===== src/rtl/cpu_sequencer_if.sv =====
// cpu_sequencer_if: handshake, decoder-flag and status bundle between the
// multi-cycle sequencer and the rest of the RV32I core.
//   slave  - sequencer side (drives strobes, requests and status)
//   master - core/memory side (drives acks and decoder class flags)
interface cpu_sequencer_if;
    logic        imem_req;
    logic        imem_ack;
    logic        ir_we;
    logic        dec_is_load;
    logic        dec_is_store;
    logic        dec_is_halt;
    logic        dec_reg_we;
    logic        take_target;
    logic        dmem_req;
    logic        dmem_we;
    logic        dmem_ack;
    logic        rf_we;
    logic        pc_we;
    logic        pc_src;
    logic        halted;
    logic        bus_error;
    logic [2:0]  state_dbg;
    logic [31:0] cycle_cnt;
    logic [31:0] instret_cnt;

    modport slave (
        input  imem_ack, dec_is_load, dec_is_store, dec_is_halt, dec_reg_we,
               take_target, dmem_ack,
        output imem_req, ir_we, dmem_req, dmem_we, rf_we, pc_we, pc_src,
               halted, bus_error, state_dbg, cycle_cnt, instret_cnt
    );

    modport master (
        output imem_ack, dec_is_load, dec_is_store, dec_is_halt, dec_reg_we,
               take_target, dmem_ack,
        input  imem_req, ir_we, dmem_req, dmem_we, rf_we, pc_we, pc_src,
               halted, bus_error, state_dbg, cycle_cnt, instret_cnt
    );
endinterface


===== src/rtl/cpu_sequencer.sv =====
// cpu_sequencer: multi-cycle FETCH/DECODE/EXEC/MEM/WB control FSM for the
// RV32I core, with sticky HALT and a memory-timeout ERR state.
// Optional performance counters are built when CPU_SEQ_PERF_CNT_EN is defined;
// otherwise cycle_cnt and instret_cnt are tied to zero.
//
//   state  | code | meaning
//   FETCH  | 0    | imem_req high; ack latches IR
//   DECODE | 1    | decoder settles; halt / illegal load+store detected
//   EXEC   | 2    | ALU settles; choose MEM or WB
//   MEM    | 3    | dmem_req high until ack; store commits PC here
//   WB     | 4    | register write and PC update
//   HALT   | 5    | absorbing until rst
//   ERR    | 6    | absorbing until rst (timeout or illegal decode)
//   (7)    | 7    | unused, forced to ERR
module cpu_sequencer #(
    parameter int MEM_WAIT_MAX = 16
) (
    input  logic            clk,
    input  logic            rst,
    cpu_sequencer_if.slave  bus
);

    typedef enum logic [2:0] {
        S_FETCH  = 3'd0,
        S_DECODE = 3'd1,
        S_EXEC   = 3'd2,
        S_MEM    = 3'd3,
        S_WB     = 3'd4,
        S_HALT   = 3'd5,
        S_ERR    = 3'd6
    } state_e;

    // Wait counter only needs to count 0 .. MEM_WAIT_MAX-1.
    localparam int WW = (MEM_WAIT_MAX > 1) ? $clog2(MEM_WAIT_MAX) : 1;
    localparam logic [WW-1:0] WAIT_LAST =
        (MEM_WAIT_MAX > 0) ? WW'(MEM_WAIT_MAX - 1) : '0;

    state_e        state_q, state_d;
    logic [WW-1:0] wait_q, wait_d;

    logic imem_req_c;
    logic ir_we_c;
    logic dmem_req_c;
    logic dmem_we_c;
    logic rf_we_c;
    logic pc_we_c;
    logic pc_src_c;
    logic timeout_c;

    // A request has been pending for MEM_WAIT_MAX cycles including this one.
    assign timeout_c = (MEM_WAIT_MAX != 0) && (wait_q == WAIT_LAST);

    // State and wait counter registers.
    always_ff @(posedge clk) begin
        if (rst) begin
            state_q <= S_FETCH;
            wait_q  <= '0;
        end else begin
            state_q <= state_d;
            wait_q  <= wait_d;
        end
    end

    // Next-state and strobe decode.
    always_comb begin
        state_d    = state_q;
        wait_d     = wait_q;
        imem_req_c = 1'b0;
        ir_we_c    = 1'b0;
        dmem_req_c = 1'b0;
        dmem_we_c  = 1'b0;
        rf_we_c    = 1'b0;
        pc_we_c    = 1'b0;
        pc_src_c   = 1'b0;

        case (state_q)
            S_FETCH: begin
                imem_req_c = 1'b1;
                if (bus.imem_ack) begin
                    ir_we_c = 1'b1;
                    state_d = S_DECODE;
                end else if (timeout_c) begin
                    state_d = S_ERR;
                end else if (MEM_WAIT_MAX != 0) begin
                    wait_d = wait_q + WW'(1);
                end
            end
            S_DECODE: begin
                if (bus.dec_is_halt) begin
                    state_d = S_HALT;
                end else if (bus.dec_is_load && bus.dec_is_store) begin
                    state_d = S_ERR;
                end else begin
                    state_d = S_EXEC;
                end
            end
            S_EXEC: begin
                if (bus.dec_is_load || bus.dec_is_store) begin
                    state_d = S_MEM;
                end else begin
                    state_d = S_WB;
                end
            end
            S_MEM: begin
                dmem_req_c = 1'b1;
                dmem_we_c  = bus.dec_is_store;
                if (bus.dmem_ack) begin
                    if (bus.dec_is_store) begin
                        // Stores retire here; there is no WB cycle.
                        pc_we_c  = 1'b1;
                        pc_src_c = 1'b0;
                        state_d  = S_FETCH;
                    end else begin
                        state_d = S_WB;
                    end
                end else if (timeout_c) begin
                    state_d = S_ERR;
                end else if (MEM_WAIT_MAX != 0) begin
                    wait_d = wait_q + WW'(1);
                end
            end
            S_WB: begin
                rf_we_c  = bus.dec_reg_we;
                pc_we_c  = 1'b1;
                pc_src_c = bus.take_target;
                state_d  = S_FETCH;
            end
            S_HALT: begin
                state_d = S_HALT;
            end
            S_ERR: begin
                state_d = S_ERR;
            end
            default: begin
                state_d = S_ERR;
            end
        endcase

        if (state_d != state_q) begin
            wait_d = '0;
        end
    end

    // Every output is forced low while rst is asserted, even before the
    // first reset edge has cleared the state register.
    assign bus.imem_req  = imem_req_c & ~rst;
    assign bus.ir_we     = ir_we_c    & ~rst;
    assign bus.dmem_req  = dmem_req_c & ~rst;
    assign bus.dmem_we   = dmem_we_c  & ~rst;
    assign bus.rf_we     = rf_we_c    & ~rst;
    assign bus.pc_we     = pc_we_c    & ~rst;
    assign bus.pc_src    = pc_src_c   & ~rst;
    assign bus.halted    = (state_q == S_HALT) & ~rst;
    assign bus.bus_error = (state_q == S_ERR)  & ~rst;
    assign bus.state_dbg = rst ? 3'd0 : state_q;

`ifdef CPU_SEQ_PERF_CNT_EN
    logic [31:0] cycle_q, cycle_d;
    logic [31:0] instret_q, instret_d;
    logic        running_c;

    assign running_c = (state_q != S_HALT) && (state_q != S_ERR);
    assign cycle_d   = running_c ? cycle_q + 32'd1 : cycle_q;
    assign instret_d = pc_we_c ? instret_q + 32'd1 : instret_q;

    // Free-running cycle and retired-instruction counters, frozen in HALT/ERR.
    always_ff @(posedge clk) begin
        if (rst) begin
            cycle_q   <= 32'd0;
            instret_q <= 32'd0;
        end else begin
            cycle_q   <= cycle_d;
            instret_q <= instret_d;
        end
    end

    assign bus.cycle_cnt   = rst ? 32'd0 : cycle_q;
    assign bus.instret_cnt = rst ? 32'd0 : instret_q;
`else
    assign bus.cycle_cnt   = 32'd0;
    assign bus.instret_cnt = 32'd0;
`endif

endmodule


===== src/flat_wrapper.sv =====
// flat-port wrapper written by rule: the top's interface ports become plain ports
module cpu_sequencer_flat 
#(
    parameter int MEM_WAIT_MAX = 16
)
  (clk, rst, bus_imem_ack, bus_dec_is_load, bus_dec_is_store, bus_dec_is_halt, bus_dec_reg_we, bus_take_target, bus_dmem_ack, bus_imem_req, bus_ir_we, bus_dmem_req, bus_dmem_we, bus_rf_we, bus_pc_we, bus_pc_src, bus_halted, bus_bus_error, bus_state_dbg, bus_cycle_cnt, bus_instret_cnt);
  cpu_sequencer_if bus_i ();
  input  logic clk;
  input  logic rst;
  input wire logic [$bits(bus_i.imem_ack)-1:0] bus_imem_ack;
  input wire logic [$bits(bus_i.dec_is_load)-1:0] bus_dec_is_load;
  input wire logic [$bits(bus_i.dec_is_store)-1:0] bus_dec_is_store;
  input wire logic [$bits(bus_i.dec_is_halt)-1:0] bus_dec_is_halt;
  input wire logic [$bits(bus_i.dec_reg_we)-1:0] bus_dec_reg_we;
  input wire logic [$bits(bus_i.take_target)-1:0] bus_take_target;
  input wire logic [$bits(bus_i.dmem_ack)-1:0] bus_dmem_ack;
  output wire logic [$bits(bus_i.imem_req)-1:0] bus_imem_req;
  output wire logic [$bits(bus_i.ir_we)-1:0] bus_ir_we;
  output wire logic [$bits(bus_i.dmem_req)-1:0] bus_dmem_req;
  output wire logic [$bits(bus_i.dmem_we)-1:0] bus_dmem_we;
  output wire logic [$bits(bus_i.rf_we)-1:0] bus_rf_we;
  output wire logic [$bits(bus_i.pc_we)-1:0] bus_pc_we;
  output wire logic [$bits(bus_i.pc_src)-1:0] bus_pc_src;
  output wire logic [$bits(bus_i.halted)-1:0] bus_halted;
  output wire logic [$bits(bus_i.bus_error)-1:0] bus_bus_error;
  output wire logic [$bits(bus_i.state_dbg)-1:0] bus_state_dbg;
  output wire logic [$bits(bus_i.cycle_cnt)-1:0] bus_cycle_cnt;
  output wire logic [$bits(bus_i.instret_cnt)-1:0] bus_instret_cnt;
  assign bus_i.imem_ack = bus_imem_ack;
  assign bus_i.dec_is_load = bus_dec_is_load;
  assign bus_i.dec_is_store = bus_dec_is_store;
  assign bus_i.dec_is_halt = bus_dec_is_halt;
  assign bus_i.dec_reg_we = bus_dec_reg_we;
  assign bus_i.take_target = bus_take_target;
  assign bus_i.dmem_ack = bus_dmem_ack;
  assign bus_imem_req = bus_i.imem_req;
  assign bus_ir_we = bus_i.ir_we;
  assign bus_dmem_req = bus_i.dmem_req;
  assign bus_dmem_we = bus_i.dmem_we;
  assign bus_rf_we = bus_i.rf_we;
  assign bus_pc_we = bus_i.pc_we;
  assign bus_pc_src = bus_i.pc_src;
  assign bus_halted = bus_i.halted;
  assign bus_bus_error = bus_i.bus_error;
  assign bus_state_dbg = bus_i.state_dbg;
  assign bus_cycle_cnt = bus_i.cycle_cnt;
  assign bus_instret_cnt = bus_i.instret_cnt;
  cpu_sequencer #(.MEM_WAIT_MAX(MEM_WAIT_MAX)) u_core (.clk(clk), .rst(rst), .bus(bus_i));
endmodule

===== config.mk =====
export PLATFORM = sky130hd
export DESIGN_NAME = cpu_sequencer_flat
export DESIGN_NICKNAME = d
export VERILOG_FILES = /design/src/rtl/cpu_sequencer_if.sv /design/src/rtl/cpu_sequencer.sv /design/src/flat_wrapper.sv
export SDC_FILE = /design/constraint.sdc
export NUM_CORES = 1
export LEC_CHECK = 0
export BUFFER_PORTS_ARGS = -buffer_cell sky130_fd_sc_hd__buf_2
export CORE_MARGIN = 2
export CORE_UTILIZATION = 40
export CTS_CLUSTER_SIZE = 40
export DETAILED_ROUTE_END_ITERATION = 16
export PLACE_DENSITY_LB_ADDON = 0.05
export SLEW_MARGIN = 25
export SYNTH_ARGS = -nofsm -noshare
export SYNTH_HDL_FRONTEND = slang
export SYNTH_SLANG_ARGS = --single-unit

===== constraint.sdc =====
create_clock -name clk -period 1.8 [get_ports clk]
set_clock_uncertainty 0.05 [all_clocks]
set_input_delay 0.36 -clock clk [delete_from_list [all_inputs] [get_ports clk]]
set_output_delay 0.36 -clock clk [all_outputs]
set_load 0.05 [all_outputs]

==> out/summary.txt <==
Fmax achieved = 578.3 MHz
period utilization = 96.06%
Wirelength per Cell = 9.990 um
die height = 56.88 um
CP Class = reg -> out
CP delay by family, top = simple AND/OR/NAND/NOR gates
final WL = 2018 um
Worst Reg2Reg Path Length in Cells = 5
initial antenna violation count = 0
GP Congestion = 0.7657
Cell Area, Placed = 1090 um^2
RR Startpoint = u_core.state_q[0]
critical path endpoint category = output port
Max Cap Viol = 0
Tot GR Track Use = 12.77%
Hold Violations, Final = 0
RSZ-0062 raised after global routing = true
CTS tree = done
Final Max Slew Viols = 0
Mapped Area = 1119 um^2
Clock Sinks = 7
nets@finish = 182
FF+latch count, synth = 7
Worst path slowest cell = dfxtp_4
initial DRC count = 7
total iterations of the first detailed-routing run = 4
Post-synth EDFFs = 0
Critical Path AT = 1.32 ns
vias after detailed routing = 834
crit-path max FO = 6
Worst EP required = 1.39 ns
Residual DRC = 0
Hold Crit Start = bus_dec_is_halt
Finished Cell Area = 1180 um^2
Fin Setup TNS = 0 ns
diode count = 0
Worst Setup SP = u_core.state_q[2]
largest net degree at the start of global routing = 15
Vias/cell = 4.129
Post-DP HPWL = 1625 um
Final setup viols = 0
clk slew on worst S/H paths = 0.06 ns
total leakage power = 0.0005908 uW
synth top area cells = buf_4 43%, dfxtp_1 13%, a21oi_1 2.7%, nor2_1 2.7%, and3_1 2.2%
vias in the first global route = 732
Post-CTS Hold Fix Bufs = 0
Worst path depth = 4
Final ANT Viol Nets = 0
reg2reg setup slack = 0.15 ns
Die Wd = 56.88 um
fraction of registers with async set or reset after synthesis = 0%
Core ar. = 2710 um^2
Max stage delay on crit path = 0.37 ns
main flop type after synthesis = dfxtp_1
IO Port Bufs = 20
Worst Path Buf+Inv = 2
CTS H-tree lvls = 1
VDD IR-drop max = 0.3451 mV
# rows = 19
cts bufs inserted = 3
CP Cell Sequence = buf_6 -> nor4_4 -> and2_4 -> buf_8
Worst Setup EP = bus_ir_we
initial core utilization = 41.27%
hold depth = 3
class of the worst hold path = in -> reg
worst reg2reg endpoint = u_core.wait_q[1]
synthesis warning total = 0
first-pass GRT wire length = 3284 um
Clock Tree Buf Depth = 2
status = completed
CTS root buffer = clkbuf_4
fraction of layout cells with a size suffix above 1 = 30.99%
GRT Residual Overflow = 0
unique cell type count in the Yosys netlist = 44
area grow syn2layout = 5.481%
Cell Pwr Density = 703.9 nW/um^2
area leader, netlist = buf_4
Clk Latency, worst-skew pair = 0.25 ns
sequential area share after synthesis = 12.53%
post-synth top area share = 42.95%
final worst path period need = 1.729 ns
crit path launch type = flip-flop
# fillers = 307
Synth Area per Inst = 7.714 um^2
die area = 3235 um^2
I/O Pins = 85
Cells after Synth = 145
## sequential cells by signal, indices dropped and copies added (netlist names)
name	count
u_core.wait_q	4
u_core.state_q	3
## tightest hold or removal path, delay by kind of cell
family | cells | cell delay [ns]
AO/OA/AOI/OAI | 2 | 0.23
buffers and inverters | 1 | 0.10
## how the worst min path moves through the flow
stage / endpoint / slack [ns]
after floorplan: u_core.wait_q[1] / 0.44
after global placement: u_core.wait_q[1] / 0.48
after detailed placement: u_core.wait_q[1] / 0.48
after CTS: u_core.state_q[0] / 0.42
after global routing: u_core.state_q[0] / 0.47
final: u_core.state_q[0] / 0.43
## cells by family after synthesis
logic type / after synthesis / share of synthesized area (%)
other: 1 / 0.3352
AO/OA/AOI/OAI: 25 / 18.79
multiplexers: 1 / 0.8949
XOR/XNOR: 1 / 0.7831
flip-flops: 7 / 12.53
AND/OR/NAND/NOR: 36 / 18.57
adder cells (fa/ha/maj): 1 / 1.118
buffers and inverters: 73 / 46.98
## per-layer routing
layer / vias up / global-route usage [%] / share of wire (%)
met5: - / 0 / 0
met4: 0 / 4.983 / 0.40
met3: 2 / 1.613 / 7.1
met2: 40 / 19.21 / 46
met1: 376 / 18.28 / 46
li1: 416 / - / -
## where the power goes
part | switching (uW) | internal, uW
sequential | 14.7 | 162
clock | 57.9 | 84.6
combinational | 418 | 93.2
## cells in the mapped netlist (2+ instances only)
cell type / n
inv_1: 2
buf_4: 64
nor4_1: 2
clkbuf_1: 3
nor2_1: 8
nand2_1: 3
nand3b_1: 2
o21ai_0: 3
nor2b_1: 4
and3_1: 4
dfxtp_1: 7
nor3_1: 4
a21oi_1: 6
buf_2: 3
## final cells by class
class	instances	area, um^2	area share (%)
clock buffer	4	26.28	2.227
inverter	2	7.507	0.6363
multi-input combinational	128	759.5	64.37
sequential	7	151.4	12.83
tap	31	38.79	3.287
timing repair buffer	30	196.4	16.65
## layout by cell type, fill, tap and decap left out, types with 3 or more instances in the layout
cell type	synthesis	final
conb_1	1	64
a21oi_1	6	5
dfxtp_1	7	4
o21ai_0	3	3
buf_2	3	16
buf_4	64	12
nor2_1	8	8
and3_1	4	4
clkbuf_4	0	3
nand2_1	3	3
nor3_1	4	3
dfxtp_4	0	3
## repair_timing
item | CTS | global route
pin swaps | 1 | 2
resized for setup | 10 | 5
setup buffers | 2 | 2
setup endpoints to repair | 10 | 7
## per-stage QoR
step	hold slack (ns)	cells	total power, uW	utilization [%]	setup slack, ns
detailed placement	0.4792	194	669.7	40.21	0.06798
finish	0.4294	202	830.6	43.54	0.07090
global placement	0.4758	194	668.6	40.21	0.07179
global route	0.4697	202	875.9	43.54	-0.008692
floorplan	0.4379	208	734.6	-	-0.3632
CTS	0.4175	200	837.5	42.57	0.005902
(Power assumes the default switching activity.)
